$ cat config.mk
export PLATFORM = sky130hd
export DESIGN_NAME = streebog_msg_feeder_flat
export DESIGN_NICKNAME = d
export VERILOG_FILES = /design/src/rtl/streebog_msg_feeder_if.sv /design/src/rtl/streebog_msg_feeder.sv /design/src/flat_wrapper.sv
export SDC_FILE = /design/constraint.sdc
export NUM_CORES = 2
export LEC_CHECK = 0
export CORE_AREA = 2 2 640 642
export DETAILED_ROUTE_END_ITERATION = 8
export DIE_AREA = 0 0 642 644
export PLACE_DENSITY_LB_ADDON = 0.12
export SYNTH_ARGS = -nofsm -noshare
export SYNTH_HDL_FRONTEND = slang
export SYNTH_SLANG_ARGS = --single-unit
$ cat constraint.sdc
create_clock -name clk_i -period 3.5 [get_ports clk_i]
set_input_delay 0.7 -clock clk_i [delete_from_list [all_inputs] [get_ports clk_i]]
set_output_delay 0.7 -clock clk_i [all_outputs]
set_load 0.01 [all_outputs]
$ cat src/rtl/streebog_msg_feeder_if.sv
// ============================================================================
// Module      : streebog_msg_feeder_if
// Description : Bundle of the word-input, session, block, result and digest
//               handshakes around the Streebog message feeder.
// Revision    : 1.0 - initial release
// ============================================================================
`default_nettype none

interface streebog_msg_feeder_if #(
  parameter int DATA_WIDTH = 512,
  parameter int WORD_WIDTH = 64
);
  localparam int LEN_W = $clog2(DATA_WIDTH) + 1;

  logic                  start_i;
  logic                  hash_len_i;
  logic                  in_valid_i;
  logic                  in_ready_o;
  logic [WORD_WIDTH-1:0] in_data_i;
  logic                  in_last_i;
  logic [3:0]            in_bytes_i;
  logic                  fsm_start_req_o;
  logic                  fsm_start_ack_i;
  logic                  mes_valid_o;
  logic                  mes_ready_i;
  logic [DATA_WIDTH-1:0] message_o;
  logic                  mes_last_o;
  logic [LEN_W-1:0]      mes_last_len_o;
  logic                  hash_len_o;
  logic [DATA_WIDTH-1:0] hash_i;
  logic                  hash_valid_i;
  logic                  hash_ready_o;
  logic [DATA_WIDTH-1:0] digest_o;
  logic                  digest_valid_o;
  logic                  digest_ready_i;
  logic                  busy_o;

  // The feeder itself.
  modport master (
    input  start_i, hash_len_i, in_valid_i, in_data_i, in_last_i, in_bytes_i,
           fsm_start_ack_i, mes_ready_i, hash_i, hash_valid_i, digest_ready_i,
    output in_ready_o, fsm_start_req_o, mes_valid_o, message_o, mes_last_o,
           mes_last_len_o, hash_len_o, hash_ready_o, digest_o, digest_valid_o,
           busy_o
  );

  // The surrounding environment (word source, hash core, digest consumer).
  modport slave (
    output start_i, hash_len_i, in_valid_i, in_data_i, in_last_i, in_bytes_i,
           fsm_start_ack_i, mes_ready_i, hash_i, hash_valid_i, digest_ready_i,
    input  in_ready_o, fsm_start_req_o, mes_valid_o, message_o, mes_last_o,
           mes_last_len_o, hash_len_o, hash_ready_o, digest_o, digest_valid_o,
           busy_o
  );
endinterface

`default_nettype wire

$ cat src/rtl/streebog_msg_feeder.sv
// ============================================================================
// Module      : streebog_msg_feeder
// Description : Packs 64-bit message words into padded 512-bit blocks for a
//               Streebog hash core, runs the session handshake with the core
//               and forwards the (optionally truncated) digest.
// Revision    : 1.0 - initial release
// ============================================================================
`default_nettype none

module streebog_msg_feeder #(
  parameter int DATA_WIDTH = 512,
  parameter int WORD_WIDTH = 64
) (
  input  logic                   clk_i,
  input  logic                   rstn_i,
  streebog_msg_feeder_if.master  bus
);
  localparam int WORDS = DATA_WIDTH / WORD_WIDTH;
  localparam int IDX_W = $clog2(WORDS);
  localparam int BYTES = WORD_WIDTH / 8;
  localparam int LEN_W = $clog2(DATA_WIDTH) + 1;
  localparam int HALF  = DATA_WIDTH / 2;

  typedef enum logic [2:0] {
    IDLE   = 3'd0,
    FILL   = 3'd1,
    SEND   = 3'd2,
    HASH   = 3'd3,
    REL_HI = 3'd4,
    REL_LO = 3'd5,
    DONE   = 3'd6
  } state_t;

  state_t                state_q, state_d;
  logic [DATA_WIDTH-1:0] buf_q, buf_d;
  logic [IDX_W-1:0]      idx_q, idx_d;
  logic                  last_q, last_d;
  logic [LEN_W-1:0]      len_q, len_d;
  logic                  hlen_q, hlen_d;
  logic                  req_q, req_d;
  logic [DATA_WIDTH-1:0] digest_q, digest_d;

  logic [3:0]            bytes_eff;
  logic [WORD_WIDTH-1:0] word_masked;
  logic [LEN_W-1:0]      len_calc;

  // Final-word helpers: clamp the byte count, zero unused bytes, compute length.
  always_comb begin
    bytes_eff   = (bus.in_bytes_i > 4'(BYTES)) ? 4'(BYTES) : bus.in_bytes_i;
    word_masked = '0;
    for (int k = 0; k < BYTES; k++) begin
      if (k < int'(bytes_eff)) word_masked[8*k +: 8] = bus.in_data_i[8*k +: 8];
    end
    len_calc = LEN_W'(idx_q) * LEN_W'(WORD_WIDTH) + LEN_W'(bytes_eff) * LEN_W'(8);
  end

  // Next-state and datapath updates for the session FSM.
  always_comb begin
    state_d  = state_q;
    buf_d    = buf_q;
    idx_d    = idx_q;
    last_d   = last_q;
    len_d    = len_q;
    hlen_d   = hlen_q;
    req_d    = req_q;
    digest_d = digest_q;
    case (state_q)
      IDLE: begin
        // A start while the core still acks the previous session is dropped.
        if (bus.start_i && !bus.fsm_start_ack_i) begin
          hlen_d  = bus.hash_len_i;
          req_d   = 1'b1;
          buf_d   = '0;
          idx_d   = '0;
          last_d  = 1'b0;
          len_d   = '0;
          state_d = FILL;
        end
      end
      FILL: begin
        if (bus.in_valid_i) begin
          if (bus.in_last_i) begin
            // Higher words are already zero, so only the pad bit remains.
            buf_d[int'(idx_q)*WORD_WIDTH +: WORD_WIDTH] = word_masked;
            if (len_calc < LEN_W'(DATA_WIDTH)) buf_d[len_calc[LEN_W-2:0]] = 1'b1;
            last_d  = 1'b1;
            len_d   = len_calc;
            state_d = SEND;
          end else begin
            buf_d[int'(idx_q)*WORD_WIDTH +: WORD_WIDTH] = bus.in_data_i;
            if (idx_q == IDX_W'(WORDS - 1)) begin
              last_d  = 1'b0;
              len_d   = '0;
              state_d = SEND;
            end else begin
              idx_d = idx_q + 1'b1;
            end
          end
        end
      end
      SEND: begin
        if (bus.mes_ready_i) begin
          if (last_q) begin
            state_d = HASH;
          end else begin
            buf_d   = '0;
            idx_d   = '0;
            state_d = FILL;
          end
        end
      end
      HASH: begin
        if (bus.hash_valid_i) begin
          // A 256-bit digest lives in the upper half of the core result.
          digest_d = hlen_q ? bus.hash_i
                            : {{HALF{1'b0}}, bus.hash_i[DATA_WIDTH-1:HALF]};
          state_d  = REL_HI;
        end
      end
      REL_HI: begin
        if (bus.fsm_start_ack_i) begin
          req_d   = 1'b0;
          state_d = REL_LO;
        end
      end
      REL_LO: begin
        if (!bus.fsm_start_ack_i) state_d = DONE;
      end
      DONE: begin
        if (bus.digest_ready_i) state_d = IDLE;
      end
      default: state_d = IDLE;
    endcase
  end

  // State and datapath registers; reset clears everything, even mid-message.
  always_ff @(posedge clk_i) begin
    if (!rstn_i) begin
      state_q  <= IDLE;
      buf_q    <= '0;
      idx_q    <= '0;
      last_q   <= 1'b0;
      len_q    <= '0;
      hlen_q   <= 1'b0;
      req_q    <= 1'b0;
      digest_q <= '0;
    end else begin
      state_q  <= state_d;
      buf_q    <= buf_d;
      idx_q    <= idx_d;
      last_q   <= last_d;
      len_q    <= len_d;
      hlen_q   <= hlen_d;
      req_q    <= req_d;
      digest_q <= digest_d;
    end
  end

  assign bus.in_ready_o      = (state_q == FILL);
  assign bus.mes_valid_o     = (state_q == SEND);
  assign bus.message_o       = buf_q;
  assign bus.mes_last_o      = last_q;
  assign bus.mes_last_len_o  = len_q;
  assign bus.hash_len_o      = hlen_q;
  assign bus.hash_ready_o    = (state_q == HASH);
  assign bus.digest_o        = digest_q;
  assign bus.digest_valid_o  = (state_q == DONE);
  assign bus.busy_o          = (state_q != IDLE);
  assign bus.fsm_start_req_o = req_q;

endmodule

`default_nettype wire

$ cat src/flat_wrapper.sv
// flat-port wrapper written by rule: the top's interface ports become plain ports
module streebog_msg_feeder_flat 
#(
  parameter int DATA_WIDTH = 512,
  parameter int WORD_WIDTH = 64
)
  (clk_i, rstn_i, bus_start_i, bus_hash_len_i, bus_in_valid_i, bus_in_data_i, bus_in_last_i, bus_in_bytes_i, bus_fsm_start_ack_i, bus_mes_ready_i, bus_hash_i, bus_hash_valid_i, bus_digest_ready_i, bus_in_ready_o, bus_fsm_start_req_o, bus_mes_valid_o, bus_message_o, bus_mes_last_o, bus_mes_last_len_o, bus_hash_len_o, bus_hash_ready_o, bus_digest_o, bus_digest_valid_o, bus_busy_o);
  streebog_msg_feeder_if #(.DATA_WIDTH(DATA_WIDTH), .WORD_WIDTH(WORD_WIDTH)) bus_i ();
  input  logic clk_i;
  input  logic rstn_i;
  input wire logic [$bits(bus_i.start_i)-1:0] bus_start_i;
  input wire logic [$bits(bus_i.hash_len_i)-1:0] bus_hash_len_i;
  input wire logic [$bits(bus_i.in_valid_i)-1:0] bus_in_valid_i;
  input wire logic [$bits(bus_i.in_data_i)-1:0] bus_in_data_i;
  input wire logic [$bits(bus_i.in_last_i)-1:0] bus_in_last_i;
  input wire logic [$bits(bus_i.in_bytes_i)-1:0] bus_in_bytes_i;
  input wire logic [$bits(bus_i.fsm_start_ack_i)-1:0] bus_fsm_start_ack_i;
  input wire logic [$bits(bus_i.mes_ready_i)-1:0] bus_mes_ready_i;
  input wire logic [$bits(bus_i.hash_i)-1:0] bus_hash_i;
  input wire logic [$bits(bus_i.hash_valid_i)-1:0] bus_hash_valid_i;
  input wire logic [$bits(bus_i.digest_ready_i)-1:0] bus_digest_ready_i;
  output wire logic [$bits(bus_i.in_ready_o)-1:0] bus_in_ready_o;
  output wire logic [$bits(bus_i.fsm_start_req_o)-1:0] bus_fsm_start_req_o;
  output wire logic [$bits(bus_i.mes_valid_o)-1:0] bus_mes_valid_o;
  output wire logic [$bits(bus_i.message_o)-1:0] bus_message_o;
  output wire logic [$bits(bus_i.mes_last_o)-1:0] bus_mes_last_o;
  output wire logic [$bits(bus_i.mes_last_len_o)-1:0] bus_mes_last_len_o;
  output wire logic [$bits(bus_i.hash_len_o)-1:0] bus_hash_len_o;
  output wire logic [$bits(bus_i.hash_ready_o)-1:0] bus_hash_ready_o;
  output wire logic [$bits(bus_i.digest_o)-1:0] bus_digest_o;
  output wire logic [$bits(bus_i.digest_valid_o)-1:0] bus_digest_valid_o;
  output wire logic [$bits(bus_i.busy_o)-1:0] bus_busy_o;
  assign bus_i.start_i = bus_start_i;
  assign bus_i.hash_len_i = bus_hash_len_i;
  assign bus_i.in_valid_i = bus_in_valid_i;
  assign bus_i.in_data_i = bus_in_data_i;
  assign bus_i.in_last_i = bus_in_last_i;
  assign bus_i.in_bytes_i = bus_in_bytes_i;
  assign bus_i.fsm_start_ack_i = bus_fsm_start_ack_i;
  assign bus_i.mes_ready_i = bus_mes_ready_i;
  assign bus_i.hash_i = bus_hash_i;
  assign bus_i.hash_valid_i = bus_hash_valid_i;
  assign bus_i.digest_ready_i = bus_digest_ready_i;
  assign bus_in_ready_o = bus_i.in_ready_o;
  assign bus_fsm_start_req_o = bus_i.fsm_start_req_o;
  assign bus_mes_valid_o = bus_i.mes_valid_o;
  assign bus_message_o = bus_i.message_o;
  assign bus_mes_last_o = bus_i.mes_last_o;
  assign bus_mes_last_len_o = bus_i.mes_last_len_o;
  assign bus_hash_len_o = bus_i.hash_len_o;
  assign bus_hash_ready_o = bus_i.hash_ready_o;
  assign bus_digest_o = bus_i.digest_o;
  assign bus_digest_valid_o = bus_i.digest_valid_o;
  assign bus_busy_o = bus_i.busy_o;
  streebog_msg_feeder #(.DATA_WIDTH(DATA_WIDTH), .WORD_WIDTH(WORD_WIDTH)) u_core (.clk_i(clk_i), .rstn_i(rstn_i), .bus(bus_i));
endmodule
==> impl_metrics.csv <==
group,metric,value,unit
critical_path,critPathArrivalTime,2.67,ns
die,die_h,644,um
min_path,hold_class,"in -> reg",
timing,setup_tns,0,ns
placement,place_congestion,0.842,
clock_network,cts_sinks,1040,
drt,drtPass1Iterations,6,
synthesis,synthFlopType,"dfxtp_1",
synthesis,synth.top_cell.area_share,51.3,%
drt,dr.first_iter.drc_count,2422,
critical_path,start_kind,"flip-flop",
synthesis,synthDistinctLibCells,78,
drt,postRouteAntennaNets,0,
finish,fillCellCount,45757,
synthesis,yosysTopAreaCell,"dfxtp_1",
timing,slew_violations,0,
die,pin_count,1632,
critical_path,cp_max_fo,13,
finish,area_growth,72.1,%
synthesis,syn_area,40600,sq um
power,power.density,574,nW/um^2
timing,grt_setup_unrepaired,"no",
finish,drive_above_1_share,9.82,%
synthesis,yosys-top-cells-area,"dfxtp_1 (51%), mux2i_1 (6.4%), a211oi_1 (4.8%)",
die,coreArea,408000,sq um
run,maxCapViolations,0,
timing,fin_crit_sh,96.2,%
power,vdd_drop_max,0.402,mV
timing,slew_headroom,25.8,%
drt,post_drt_via_cell_ratio,3.66,
global_routing,grt_pass1_vias,42181,
global_routing,antenna_found_initial,143,
timing,worstMarginPinSlew,1.11,ns
min_path,hold_depth,3,
placement,port_buffers,1628,
drt,wl_per_cell,29.6,um
global_routing,grt_usage,15.9,%
synthesis,synthArstFlopShare,0,%
timing,min_period,3.37,ns
critical_path,crit_type,"reg -> out",
global_routing,grt_max_degree,168,
synthesis,yosysMostFrequentCell,"dfxtp_1",
timing,finalClockSkew,0.112,ns
synthesis,synth_edf_count,0,
power,power.total,0.0401,W
placement,place_hpwl,278,mm
drt,routed_wl,343,mm
finish,num-nets-final,6631,
synthesis,ys_ff_latch,1040,
clock_network,clk_latency,0.89,ns
finish,multi_input_area,18100,sq um
die,die_w,642,um
die,start_util,9.96,%
power,p_leak,22.0,nW
clock_network,clk_pin_slew,0.06,ns
synthesis,ys_warn_count,0,
clock_network,htreeDepth,4,
clock_network,cts_buffers,152,
die,die_area,413000,sq um
synthesis,synthCells,4418,
critical_path,cp-end-kind,"primary output",
clock_network,cts_root_buf,"clkbuf_16",
outcome,status,"completed",
die,rows,235,
clock_network,clock_path_buffers,4,
drt,vias,42480,
finish,ff_latch_area,20800,sq um
synthesis,synth_area_per_cell,9.19,sq um
global_routing,grt_pass1_wl,444,mm
global_routing,overflow,0,
timing,setup_viol,0,
critical_path,cp.required,2.80,ns
clock_network,cts_tree,"done",
critical_path,reg2reg_depth,9,
timing,final_hold_viol_count,0,
timing,fmax,297,MHz
drt,drcViolationCount,0,
synthesis,synth_commonest_cells,"dfxtp_1 (1,040), nor2_1 (455), nand2_1 (390)",
timing,hold_ws,0.283,ns
synthesis,seq_area_frac_synth,51.3,%
## sequential cells by signal, summed over array words and instances (netlist names)
signal and cells:
u_core.bus.message_o 512, u_core.bus.mes_last_len_o 7, u_core.state_q 3, u_core.bus.mes_last_o 1
u_core.idx_q 3, u_core.bus.hash_len_o 1, u_core.bus.digest_o 512, u_core.bus.fsm_start_req_o 1
## through the flow
step           std cells  cell area (sq um)  setup WS [ns]  util [%]
2_1_floorplan       4420              40600          0.773         -
3_3_place_gp       11332              64800         0.0791      15.9
3_5_place_dp       11332              64800         0.0313      15.9
4_1_cts            11601              69900        0.00243      17.1
5_1_grt            11607              69900         0.0118      17.1
6_report           11613              69900          0.131      17.2
## repair_timing
action | CTS | global route
endpoints found under the setup margin | 1 | 3
buffers inserted | 0 | 0
hold buffers | 0 | 0
gates resized for setup | 3 | 2
## logic make-up (layout without fill, tap and decap cells)
family	after synthesis	in the layout	synth area share, %
adder cells (fa/ha/maj)	6	6	0.185
flip-flops	1040	1040	51.3
other	1	15	0.00923
AO/OA/AOI/OAI	1261	1261	21.7
AND/OR/NAND/NOR	1403	1403	16.0
multiplexers	258	258	6.36
buffers and inverters	449	2179	4.52
## per-layer routing
| metal | share of wire (%) | global-route usage (%) | wire [um] |
|---|---|---|---|
| met4 | 2.2 | 2.81 | 7590 |
| met2 | 55 | 31.2 | 187000 |
| met1 | 36 | 16.5 | 125000 |
| met3 | 6.7 | 4.63 | 23100 |
| met5 | 0.050 | 0 | 172 |
## power by group
group          internal, W  switching, W
Combinational      0.00375       0.00700
Clock              0.00956       0.00669
Sequential          0.0125      0.000580
Total               0.0258        0.0143
## worst paths after layout
check | from | end | slack [ns]
worst max-delay path | u_core.state_q[2] | bus_digest_valid_o | 0.13
worst min-delay path | rstn_i | u_core.bus.message_o[233] | 0.28
worst min register to register | u_core.bus.digest_o[350] | u_core.bus.digest_o[350] | 0.45
worst max register to register | u_core.idx_q[1] | u_core.bus.message_o[228] | 0.24
## layout make-up
type / instances / area share, %
Sequential cell: 1040 / 29.8
Timing Repair Buffer: 1899 / 27.1
Multi-Input combinational cell: 2931 / 25.9
Tap cell: 5451 / 9.76
Clock buffer: 223 / 6.40
Clock inverter: 46 / 0.888
Inverter: 11 / 0.0734
Antenna cell: 12 / 0.0430
## critical path, stage by stage, from the launching register on
cell and delay [ns]:
dfxtp_1 0.33, buf_4 0.24, inv_1 0.14, nor2_1 0.31
clkdlybuf4s50_1 0.75
## cells in the final DEF, fill, tap and decap left out, types with 18 or more instances in the layout
| cell type | netlist | final |
|---|---|---|
| a211oi_1 | 262 | 261 |
| a21oi_1 | 354 | 353 |
| a22o_1 | 187 | 187 |
| a22oi_1 | 97 | 97 |
| a31oi_1 | 42 | 42 |
| a32o_1 | 18 | 18 |
| a32oi_1 | 47 | 47 |
| and2_1 | 18 | 18 |
| buf_12 | 0 | 52 |
| buf_4 | 7 | 224 |
| clkbuf_1 | 300 | 33 |
| clkbuf_16 | 0 | 154 |
| clkbuf_8 | 0 | 36 |
| clkdlybuf4s50_1 | 0 | 1621 |
| clkinv_2 | 0 | 21 |
| dfxtp_1 | 1040 | 1037 |
| mux2i_1 | 258 | 258 |
| nand2_1 | 390 | 389 |
| nand3_1 | 336 | 335 |
| nand4_1 | 42 | 42 |
| nor2_1 | 455 | 452 |
| nor3_1 | 27 | 25 |
| o21ai_0 | 101 | 100 |
| o2bb2ai_1 | 71 | 71 |
Power figures use the tool's default switching activity.
